### src/rtl/hazard_scoreboard_if.sv
// Decode-to-scoreboard bundle. The decode stage (master) presents the
// instruction being decoded; the scoreboard (slave) answers with the stall
// request and the per-operand bypass-select flags.
interface hazard_scoreboard_if #(
  parameter int ADDR_W = 5,
  parameter int CNT_W  = 3
);
  logic              id_valid_i;
  logic [ADDR_W-1:0] id_rs1_i;
  logic [ADDR_W-1:0] id_rs2_i;
  logic              id_rs1_use_i;
  logic              id_rs2_use_i;
  logic [ADDR_W-1:0] id_rd_i;
  logic              id_rd_we_i;
  logic [CNT_W-1:0]  id_lat_i;
  logic              flush_i;
  logic              stall_o;
  logic              fwd_rs1_o;
  logic              fwd_rs2_o;

  modport master (
    output id_valid_i, id_rs1_i, id_rs2_i, id_rs1_use_i, id_rs2_use_i,
           id_rd_i, id_rd_we_i, id_lat_i, flush_i,
    input  stall_o, fwd_rs1_o, fwd_rs2_o
  );

  modport slave (
    input  id_valid_i, id_rs1_i, id_rs2_i, id_rs1_use_i, id_rs2_use_i,
           id_rd_i, id_rd_we_i, id_lat_i, flush_i,
    output stall_o, fwd_rs1_o, fwd_rs2_o
  );
endinterface

### src/rtl/hazard_scoreboard.sv
// Per-register countdown scoreboard between decode and issue. Each tracked
// register holds the number of cycles until its in-flight result reaches the
// bypass bus. Decode is stalled on RAW/WAW hazards, operands whose producer
// is exactly one cycle out are flagged for bypass, and stalled cycles are
// counted in a saturating counter. Register 0 is hardwired and never tracked.
module hazard_scoreboard #(
  parameter int NUM_REGS    = 32,
  parameter int ADDR_W      = 5,
  parameter int MAX_LAT     = 4,
  parameter int FWD_EN      = 1,
  parameter int STALL_CNT_W = 16,
  parameter int CNT_W       = $clog2(MAX_LAT + 1)
) (
  input  logic                   clk_i,
  input  logic                   rst_ni,
  hazard_scoreboard_if.slave     id,
  output logic [NUM_REGS-1:0]    busy_o,
  output logic [STALL_CNT_W-1:0] stall_cnt_o
);

  localparam logic [CNT_W-1:0] MaxLat = CNT_W'(MAX_LAT);
  localparam logic [CNT_W-1:0] One    = CNT_W'(1);

  logic [CNT_W-1:0]       cnt_q [NUM_REGS];
  logic [CNT_W-1:0]       cnt_d [NUM_REGS];
  logic [STALL_CNT_W-1:0] stallCnt_q;
  logic [STALL_CNT_W-1:0] stallCnt_d;

  logic [CNT_W-1:0] rs1Cnt;
  logic [CNT_W-1:0] rs2Cnt;
  logic [CNT_W-1:0] rdCnt;
  logic [CNT_W-1:0] latEff;
  logic             rs1Active;
  logic             rs2Active;
  logic             rdActive;
  logic             raw1;
  logic             raw2;
  logic             waw;
  logic             fwd1;
  logic             fwd2;
  logic             stall;
  logic             issue;

  // Fetch the pending counts of the registers named by the decode instruction;
  // addresses outside the tracked range, and register 0, read as idle.
  always_comb begin
    rs1Cnt = '0;
    rs2Cnt = '0;
    rdCnt  = '0;
    for (int r = 1; r < NUM_REGS; r++) begin
      if (id.id_rs1_i == ADDR_W'(r)) rs1Cnt = cnt_q[r];
      if (id.id_rs2_i == ADDR_W'(r)) rs2Cnt = cnt_q[r];
      if (id.id_rd_i  == ADDR_W'(r)) rdCnt  = cnt_q[r];
    end
  end

  // Classify hazards from the counts as they stand before this cycle's
  // registration, so an instruction never hazards against its own write.
  always_comb begin
    latEff    = (id.id_lat_i > MaxLat) ? MaxLat : id.id_lat_i;
    rs1Active = id.id_valid_i && id.id_rs1_use_i && (id.id_rs1_i != '0);
    rs2Active = id.id_valid_i && id.id_rs2_use_i && (id.id_rs2_i != '0);
    rdActive  = id.id_valid_i && id.id_rd_we_i && (id.id_rd_i != '0);
    if (FWD_EN != 0) begin
      raw1 = rs1Active && (rs1Cnt > One);
      raw2 = rs2Active && (rs2Cnt > One);
      fwd1 = rs1Active && (rs1Cnt == One);
      fwd2 = rs2Active && (rs2Cnt == One);
    end else begin
      raw1 = rs1Active && (rs1Cnt != '0);
      raw2 = rs2Active && (rs2Cnt != '0);
      fwd1 = 1'b0;
      fwd2 = 1'b0;
    end
    waw   = rdActive && (rdCnt > latEff);
    stall = (raw1 || raw2 || waw) && !id.flush_i;
    issue = rdActive && !stall && !id.flush_i && (latEff != '0);
  end

  assign id.stall_o   = stall;
  assign id.fwd_rs1_o = fwd1;
  assign id.fwd_rs2_o = fwd2;

  // Drain every pending count by one; a fresh issue overwrites its
  // destination's count with the clamped latency instead.
  always_comb begin
    for (int r = 0; r < NUM_REGS; r++) begin
      cnt_d[r]  = (cnt_q[r] != '0) ? (cnt_q[r] - One) : '0;
      busy_o[r] = (cnt_q[r] != '0);
      if (issue && (r != 0) && (id.id_rd_i == ADDR_W'(r))) cnt_d[r] = latEff;
    end
    cnt_d[0] = '0;
  end

  // Count stalled cycles, holding once the counter is all-ones.
  always_comb begin
    stallCnt_d = stallCnt_q;
    if (stall && (stallCnt_q != '1)) stallCnt_d = stallCnt_q + STALL_CNT_W'(1);
  end

  assign stall_cnt_o = stallCnt_q;

  // State registers; reset wipes all pending writes at once.
  always_ff @(posedge clk_i or negedge rst_ni) begin
    if (!rst_ni) begin
      for (int r = 0; r < NUM_REGS; r++) cnt_q[r] <= '0;
      stallCnt_q <= '0;
    end else begin
      cnt_q      <= cnt_d;
      stallCnt_q <= stallCnt_d;
    end
  end

endmodule
### src/flat_wrapper.sv
// flat-port wrapper written by rule: the top's interface ports become plain ports
module hazard_scoreboard_flat 
#(
  parameter int NUM_REGS    = 32,
  parameter int ADDR_W      = 5,
  parameter int MAX_LAT     = 4,
  parameter int FWD_EN      = 1,
  parameter int STALL_CNT_W = 16,
  parameter int CNT_W       = $clog2(MAX_LAT + 1)
)
  (clk_i, rst_ni, busy_o, stall_cnt_o, id_id_valid_i, id_id_rs1_i, id_id_rs2_i, id_id_rs1_use_i, id_id_rs2_use_i, id_id_rd_i, id_id_rd_we_i, id_id_lat_i, id_flush_i, id_stall_o, id_fwd_rs1_o, id_fwd_rs2_o);
  hazard_scoreboard_if #(.ADDR_W(ADDR_W), .CNT_W(CNT_W)) id_i ();
  input  logic clk_i;
  input  logic rst_ni;
  output logic [NUM_REGS-1:0] busy_o;
  output logic [STALL_CNT_W-1:0] stall_cnt_o;
  input wire logic [$bits(id_i.id_valid_i)-1:0] id_id_valid_i;
  input wire logic [$bits(id_i.id_rs1_i)-1:0] id_id_rs1_i;
  input wire logic [$bits(id_i.id_rs2_i)-1:0] id_id_rs2_i;
  input wire logic [$bits(id_i.id_rs1_use_i)-1:0] id_id_rs1_use_i;
  input wire logic [$bits(id_i.id_rs2_use_i)-1:0] id_id_rs2_use_i;
  input wire logic [$bits(id_i.id_rd_i)-1:0] id_id_rd_i;
  input wire logic [$bits(id_i.id_rd_we_i)-1:0] id_id_rd_we_i;
  input wire logic [$bits(id_i.id_lat_i)-1:0] id_id_lat_i;
  input wire logic [$bits(id_i.flush_i)-1:0] id_flush_i;
  output wire logic [$bits(id_i.stall_o)-1:0] id_stall_o;
  output wire logic [$bits(id_i.fwd_rs1_o)-1:0] id_fwd_rs1_o;
  output wire logic [$bits(id_i.fwd_rs2_o)-1:0] id_fwd_rs2_o;
  assign id_i.id_valid_i = id_id_valid_i;
  assign id_i.id_rs1_i = id_id_rs1_i;
  assign id_i.id_rs2_i = id_id_rs2_i;
  assign id_i.id_rs1_use_i = id_id_rs1_use_i;
  assign id_i.id_rs2_use_i = id_id_rs2_use_i;
  assign id_i.id_rd_i = id_id_rd_i;
  assign id_i.id_rd_we_i = id_id_rd_we_i;
  assign id_i.id_lat_i = id_id_lat_i;
  assign id_i.flush_i = id_flush_i;
  assign id_stall_o = id_i.stall_o;
  assign id_fwd_rs1_o = id_i.fwd_rs1_o;
  assign id_fwd_rs2_o = id_i.fwd_rs2_o;
  hazard_scoreboard #(.NUM_REGS(NUM_REGS), .ADDR_W(ADDR_W), .MAX_LAT(MAX_LAT), .FWD_EN(FWD_EN), .STALL_CNT_W(STALL_CNT_W), .CNT_W(CNT_W)) u_core (.clk_i(clk_i), .rst_ni(rst_ni), .id(id_i), .busy_o(busy_o), .stall_cnt_o(stall_cnt_o));
endmodule
### config.mk
export PLATFORM = sky130hd
export DESIGN_NAME = hazard_scoreboard_flat
export DESIGN_NICKNAME = d
export VERILOG_FILES = /design/src/rtl/hazard_scoreboard_if.sv /design/src/rtl/hazard_scoreboard.sv /design/src/flat_wrapper.sv
export SDC_FILE = /design/constraint.sdc
export NUM_CORES = 1
export LEC_CHECK = 0
export CAP_MARGIN = 0
export CORE_MARGIN = 8
export CORE_UTILIZATION = 53
export DETAILED_ROUTE_END_ITERATION = 7
export MAX_ROUTING_LAYER = met4
export PLACE_DENSITY = 0.78
export SLEW_MARGIN = 20
export SYNTH_ARGS = -nofsm -noshare
export SYNTH_HDL_FRONTEND = slang
export SYNTH_SLANG_ARGS = --single-unit
### constraint.sdc
create_clock -name clk_i -period 18.7 [get_ports clk_i]
set_input_delay 4.675 -clock clk_i [delete_from_list [all_inputs] [get_ports clk_i]]
set_output_delay 4.675 -clock clk_i [all_outputs]
set_load 0.02 [all_outputs]
# Word level (Yosys, flattened, before mapping)
# Index checks and enable logic that the tools add are counted.
dict set report totals {
  output_inout_bits 51
  input_bits 25
  register_bits 109
}
dict set report classes {
  n_lt_le_gt_ge 4
  eq_ne 96
  muxes 156
  n_reduce_logical 86
  addsub 32
}
# cell n
set ops {}
lappend ops {{$mux W3} 156}
lappend ops {{$eq A5 B5 Y1 const B} 48}
lappend ops {{$eq A5 B4 Y1 const B} 24}
lappend ops {{$reduce_bool A3 Y1} 32}
lappend ops {{$sub A3 B1 Y3 const B} 31}
lappend ops {{$eq A5 B3 Y1 const B} 12}
lappend ops {{$logic_and A1 B1 Y1} 47}
lappend ops {{$eq A5 B2 Y1 const B} 6}
lappend ops {{$add A16 B1 Y16 const B} 1}
lappend ops {{$ne A16 B16 Y1 const B} 1}
lappend ops {{$eq A5 B1 Y1 const B} 3}
lappend ops {{$reduce_bool A5 Y1} 3}
lappend ops {{$eq A3 B1 Y1 const B} 2}
lappend ops {{$gt A3 B1 Y1 const B} 2}
lappend ops {{$gt A3 B3 Y1} 1}
lappend ops {{$gt A3 B3 Y1 const B} 1}
lappend ops {{$logic_not A1 Y1} 2}
lappend ops {{$logic_or A1 B1 Y1} 2}

# Depth between registers and ports, before layout
# Gate-level depths: netlist of the first run.
dict set report logic_depth {
  word_depth 43
  depth_mapped 23
  mapped_depth_nobuf 19
}

# Worst setup path before layout of the first run
# No wires, ideal clock.
dict set report synth_path {
  path_type {input port to output port}
  start {in id_id_rd_i[0]}
  end {out id_stall_o}
  arrival_time_ns 8.387
  path_slack_ns 5.638
  stages 19
  n_path_buf 7
  path_cell_list {clkbuf_1 -> clkbuf_1 -> clkbuf_1 -> clkbuf_1 -> clkbuf_1 -> mux2i_1 -> o32ai_1 -> a31o_2 -> ha_1 -> nor2b_1 -> o21ai_0 -> a211oi_1 -> a211o_1 -> a211oi_1 -> a31oi_1 -> a21oi_2 -> buf_4 -> buf_2 -> nor2_1}
}
dict set report synth_between {
  elab_chain_len 36
  elab_cells_between_ends 68
}
# item line_no
set synth_rtl {}
lappend synth_rtl {{start, declared} flat_wrapper.sv:22} ;# input wire logic [$bits(id_i.id_rd_i)-1:0] id_id_rd_i;
lappend synth_rtl {{$eq A5 B1 Y1} hazard_scoreboard.sv:53} ;# if (id.id_rd_i == ADDR_W'(r)) rdCnt = cnt_q[r];
lappend synth_rtl {{$mux W3 (31 in series)} hazard_scoreboard.sv:53}
lappend synth_rtl {{$gt A3 B3 Y1} hazard_scoreboard.sv:75} ;# waw = rdActive && (rdCnt > latEff);
lappend synth_rtl {{$logic_and A1 B1 Y1 (*)} hazard_scoreboard.sv:75}
lappend synth_rtl {{$logic_or A1 B1 Y1 (*)} hazard_scoreboard.sv:76} ;# stall = (raw1 || raw2 || waw) && !id.flush_i;
lappend synth_rtl {{$logic_and A1 B1 Y1 (*)} hazard_scoreboard.sv:76}
lappend synth_rtl {{end, declared} flat_wrapper.sv:26} ;# output wire logic [$bits(id_i.stall_o)-1:0] id_stall_o;
# Mark *: on every way between the ends. The rest lies on a longest branch, timed or not.

# Final worst setup path of the first run
dict set report layout_path {
  start {in id_id_rd_i[1]}
  end {out id_stall_o}
}
# Same word-level chain as after synthesis.

==> results of run 1 <==
-- per-layer routing --
layer	up-vias	global-route usage	part of all wire
met5	-	-	0
met2	611	0.459	0.44
met1	4733	0.385	0.40
met4	0	0.152	0.053
met3	150	0.0596	0.10
li1	4451	-	-
-- cell type report --
class	instances	area [um^2]	area share
multi-input cells	923	6840	0.596
repair buffers	93	856	0.0746
flip-flops and latches	109	2730	0.238
well taps	265	332	0.0289
inverters	111	417	0.0363
clock buffers	10	239	0.0208
clock inverters	6	62.6	0.00545
-- worst register-to-register path, stage by stage (launching register included) --
cell and delay [ps]:
dfrtp_1 470, mux4_2 510, a221oi_1 350, o221ai_1 230, a21oi_1 260, o22ai_1 150, a31o_2 260, ha_1 290
nor2b_1 130, o21ai_0 140, a211oi_1 140, a211o_1 270, a211oi_1 190, a31oi_1 100, a21oi_4 150, buf_4 580
nand4_1 430, mux2_2 390
-- cells in the mapped netlist, drive strengths merged (14+ instances only) --
master,count
inv,111
dfrtp,109
nor2,87
a21oi,84
mux2,81
ha,66
o21ai,55
mux2i,51
clkbuf,48
nand2,45
buf,38
nand4,38
or2,38
and2,36
nand3,34
nor3,27
nor2b,23
nand2b,16
o22ai,16
nand3b,15
xor2,14
-- state kept, by name, indices dropped and copies added, names as in the netlist --
signal              flops
u_core.cnt_q           93
u_core.stall_cnt_o     16
-- through the flow --
step	power [mW]	hold WS [ps]
after floorplan	0.461	573
after global placement	0.570	474
after detailed placement	0.573	473
after CTS	0.773	492
after global routing	0.811	516
final	0.773	490
-- report_power, final --
part / total, mW / leakage (nW) / internal [mW] / switching [mW]
clock network: 0.199 / 0.149 / 0.0981 / 0.101
registers: 0.299 / 1.50 / 0.258 / 0.0412
logic: 0.275 / 3.82 / 0.115 / 0.160
-- cell families after synthesis --
family | synth area share
buf+inv | 0.0772
mux | 0.146
fa+ha+maj | 0.0798
simple gates | 0.239
xor+xnor | 0.0119
other cells | 0.000362
compound gates | 0.182
flops | 0.264
-- layout by cell type, fill, tap and decap left out, drive strengths merged, types with 38 or more instances in the layout --
cell,synthesis,final
a21oi,84,84
nor2,87,87
nand4,38,38
or2,38,38
mux2,81,81
o21ai,55,55
inv,111,115
nand2,45,45
mux2i,51,51
clkdlybuf4s50,0,68
ha,66,66
dfrtp,109,109
-- worst max path at each step --
stage	from	end	slack, ps	cells after the start
after floorplan	id_id_rd_i[0]	id_stall_o	5640	19
after global placement	id_id_rd_i[2]	id_stall_o	4270	20
after detailed placement	id_id_rd_i[2]	id_stall_o	4190	18
after CTS	id_id_rd_i[2]	id_stall_o	4160	18
after global routing	id_id_rd_i[2]	id_stall_o	3990	19
final	id_id_rd_i[1]	id_stall_o	4400	21
==> run metrics, run 1 <==
num rows between 50 and 60; RSZ-0062 raised after global routing no; Core Area just under 20,000 um^2; DR vias/cell around 6.6; CP max stage delay between 700 and 800 ps; Worst-path clk slew roughly 80 ps; Final Non-Filler Cells about 1,500; clock sink count approximately 110; CP max FO 62; Avg WL per Cell between 20 and 25 um; R2R cell count 17; Tot GR Track Use 0.304; Slew headroom 0.322; CP Data Arrival Time 9630 ps; Clk Latency, worst-skew pair roughly 370 ps; share of layout cells above drive strength 1 0.137; reg-to-reg startpoint u_core.cnt_q[73]$_DFF_PN0_; crit path max-delay cell type and2_1; NumNets Final about 1,300; synth warn 0; Fmax between 60 and 70 MHz; Worst R2R Setup Slack 13,580 ps; Filler cells 1,788; Place WS ~4200 ps; Hold Crit Endpoint u_core.stall_cnt_o[5]$_DFFE_PN0P_; CP required about 14,000 ps; Initial Util 0.535; first-pass GRT wire length 56,000 um; clock buffer count from CTS 9; minimum clock period about 14,000 ps; hpwl dp approximately 25,000 um; VDD IR max between 60 and 70 uV; placed instance count between 1,500 and 2,000; layout overhead on the synthesized area 10.9%; CP Capture Type output pin; Ports 76; post-synth top area share 0.264; Pre-Repair DR Iteration Count 6; library cells used by synthesis 82; hold-fix buffers at CTS 0; Area after DPL around 11,000 um^2; DRT Wirelength 35,900 um; Core Util, Final 0.593; largest net degree at the start of global routing 67; Die X 156 um; register area share after synthesis 0.264; IO Port Bufs 74; hold depth 1; hold crit path type flip-flop to flip-flop; syn_nets about 1,300; Die Area about 24,000 um^2; number of synthesized flops with an enable pin 0; Post-CTS Resized 0; largest cells by area after synthesis dfrtp_1 (26%), ha_1 (8.0%), mux2_2 (5.8%); drt drc 0; Least-Margin Pin Slew 1010 ps; crit path cell chain buf_2 -> buf_4 -> and2_1 -> nand3_1 -> a21oi_1 -> a311oi_1 -> a222oi_1 -> o21ai_0 -> a221o_1 -> a21oi_1 -> o22ai_1 -> ha_1 -> nor2b_1 -> o21ai_0 -> a211oi_1 -> a211o_1 -> a211oi_1 -> a31oi_1 -> a21oi_4 -> nor2_1 -> clkdlybuf4s50_1; status finished, final reports clean; htree depth 3; vias in the first global route 9,678; # setup viols final 0; FF+latch count, synth 109; initial antenna violation count 0; Antenna Violating Nets Remaining 0; min-delay src u_core.stall_cnt_o[5]$_DFFE_PN0P_; WP buf/inv 3; max-capacitance violation count 0; post-route cell area ~11,000 um^2; Async SR Flop Fraction 1.00; clk buf depth 2; Synth Flop Type dfrtp_1; Crit path max-delay family compound AO/OA/AOI/OAI gates; Setup TNS 0 ps; Critical Path Start Type primary input; DIE HEIGHT roughly 160 um; routed vias 9,945; fin crit share 0.765; cell area after synthesis about 10,000 um^2; Clock Skew 11.3 ps; Iter 0 DRT Violations approximately 1,200; GPL Wtd Cong ~1; cell count after synthesis roughly 1,200; pwr/cell area 67.4 nW/um^2; Setup Fix Bufs, Post-CTS 0; P_leak ~5.5 nW; Yosys top cell by area dfrtp_1; CTS tree done; number of diodes 0; Root Buffer clkbuf_16; Setup WS post-layout roughly 4400 ps; RR Endpoint u_core.cnt_q[80]$_DFF_PN0_; Max Slew Vio Count 0; Overflow after GRT 0; CP Class primary input to output pin; Hold Fails Final Rpt 0; syn_area_per_cell 8.42 um^2
Note: power is estimated with default switching activity, not from simulation.
==> run 2, diff against run 1 <==
Settings changed: PLACE_DENSITY 0.78 to 0.81.
Clock period 18.7 ns to 11.6 ns, I/O delays scaled along.
==> run 2 against run 1 <==
Against the previous run:
- highest routed layer unchanged
- count of clock-buffer cells in the layout unchanged
- hold slack better by 13 ps
- via count up 0.47%
- critical path depth down 3
- first-iteration DRC count up 11%
==> run metrics, run 2 (same netlist as run 1, synthesis figures left out) <==
status finished, final reports clean; sw frac 0.393; Least-Margin Pin Slew approximately 1100 ps; clk buf depth 2; CP Class primary input to output pin; pwr/cell area roughly 110 nW/um^2; Antenna Violating Nets Remaining 0; combinational power share 0.357; DIE HEIGHT approximately 160 um; hold crit path type flip-flop to flip-flop; clock share of power 0.258; Filler cells 1,733; Fmax around 93 MHz; first-pass GRT wire length 55,900 um; hold-fix buffers at CTS 0; Hold Fails Final Rpt 0; NumNets Final around 1,300; DRT Wirelength 36,300 um; CP max FO 16; post-route cell area 11,500 um^2; Root Buffer clkbuf_16; vias in the first global route 9,587; RSZ-0062 raised after global routing no; Area after DPL 11,200 um^2; num rows 51; max reg flops 93; clock buffer count from CTS 9; largest net degree at the start of global routing between 60 and 70; number of diodes 0; hpwl dp about 26,000 um; Net Sw Power roughly 490 uW; max-capacitance violation count 0; clock sink count 109; Setup TNS 0 ps; drt drc 0; VDD IR max about 120 uV; Slew headroom 0.296; Overflow after GRT 0; CP required ~8700 ps; Avg WL per Cell approximately 24 um; Post-CTS Resized 0; Worst R2R Setup Slack 6490 ps; Core Area 19,300 um^2; Final Non-Filler Cells ~1,500; Seq pwr share 0.384; # setup viols final 0; most flop-heavy register u_core.cnt_q; Int Power between 700 and 800 uW; layout overhead on the synthesized area 11.0%; Critical Path Start Type primary input; GPL Wtd Cong roughly 1.0; Clock Skew 10.3 ps; Worst-path clk slew 80 ps; CTS tree done; IO Port Bufs 74; DR vias/cell ~6.6; Setup Fix Bufs, Post-CTS 0; Die Area around 24,000 um^2; Tot GR Track Use 0.304; initial antenna violation count 0; Pre-Repair DR Iteration Count 8; Iter 0 DRT Violations between 1,000 and 1,500; Ports between 70 and 80; WHS between 500 and 600 ps; Clk Latency, worst-skew pair roughly 370 ps; commonest non-fill, non-tap cell in the layout inv_1; CP Data Arrival Time roughly 7800 ps; minimum clock period between 10,000 and 15,000 ps; P_leak approximately 5.5 nW; share of layout cells above drive strength 1 0.138; fin crit share 0.924; placed instance count 1,503; routed vias ~10,000; Die X around 160 um; Max Slew Vio Count 0; CP Capture Type output pin; htree depth 3; most frequent cells in the layout inv_1 (111), dfrtp_1 (109), nor2_1 (87); Initial Util 0.535
[run 2: cell count changes in the layout (fill, tap and decap cells not counted), sizes merged]
cell	previous run	this run
buf	25	27
[run 2: metal layers]
| layer | wire length (um) | global-route usage | vias to the layer above |
|---|---|---|---|
| met1 | 15000 | 0.387 | 4832 |
| met4 | 1910 | 0.155 | 0 |
| met5 | 0 | - | - |
| met3 | 3320 | 0.0560 | 133 |
| li1 | - | - | 4436 |
| met2 | 16000 | 0.458 | 591 |
[run 2: final cells by class]
class,instances,area (um^2),share of cell area
multi-input combinational,923,6830,0.595
inverter,111,417,0.0363
tap,265,332,0.0289
clock inverter,6,62.6,0.00545
clock buffer,10,239,0.0208
sequential,109,2730,0.238
timing repair buffer,95,871,0.0758
[run 2: power groups by stage]
stage	Sequential (mW)	Combinational, mW	Clock (mW)
global route	0.486	0.483	0.341
global placement	0.484	0.434	0
floorplan	0.473	0.270	0
finish	0.481	0.447	0.323
CTS	0.479	0.444	0.329
detailed placement	0.485	0.442	0
[run 2: worst max-delay path: stages]
cell and delay, ps:
clkdlybuf4s50_1 740, or3b_2 480, a211oi_1 250, a2bb2oi_1 180, o21ai_0 90, a222oi_1 310
o21ai_0 230, a221o_1 400, a21oi_1 140, o22ai_1 90, ha_1 300, and3_1 160
a211oi_1 290, nor2_1 90, nor3_1 340, a21oi_4 100, nor2_1 100, clkdlybuf4s50_1 620
[run 2: per-stage QoR]
step                setup WS [ps]  power, mW  utilization
finish                        877       1.25        0.594
global route                  589       1.31        0.594
CTS                           971       1.25        0.594
detailed placement           1000      0.927        0.578
global placement             1020      0.918        0.578
floorplan                    2090      0.744            -
[run 2: final timing paths]
path                                                    start                                 end  cells after the start
max                                             id_id_rd_i[2]                          id_stall_o                     18
max reg2reg                        u_core.cnt_q[84]$_DFF_PN0_          u_core.cnt_q[80]$_DFF_PN0_                     19
max in group asynchronous                              rst_ni          u_core.cnt_q[15]$_DFF_PN0_                      2
min reg2reg                u_core.stall_cnt_o[10]$_DFFE_PN0P_  u_core.stall_cnt_o[10]$_DFFE_PN0P_                      1
min                        u_core.stall_cnt_o[10]$_DFFE_PN0P_  u_core.stall_cnt_o[10]$_DFFE_PN0P_                      1
min in group asynchronous                              rst_ni          u_core.cnt_q[64]$_DFF_PN0_                      1
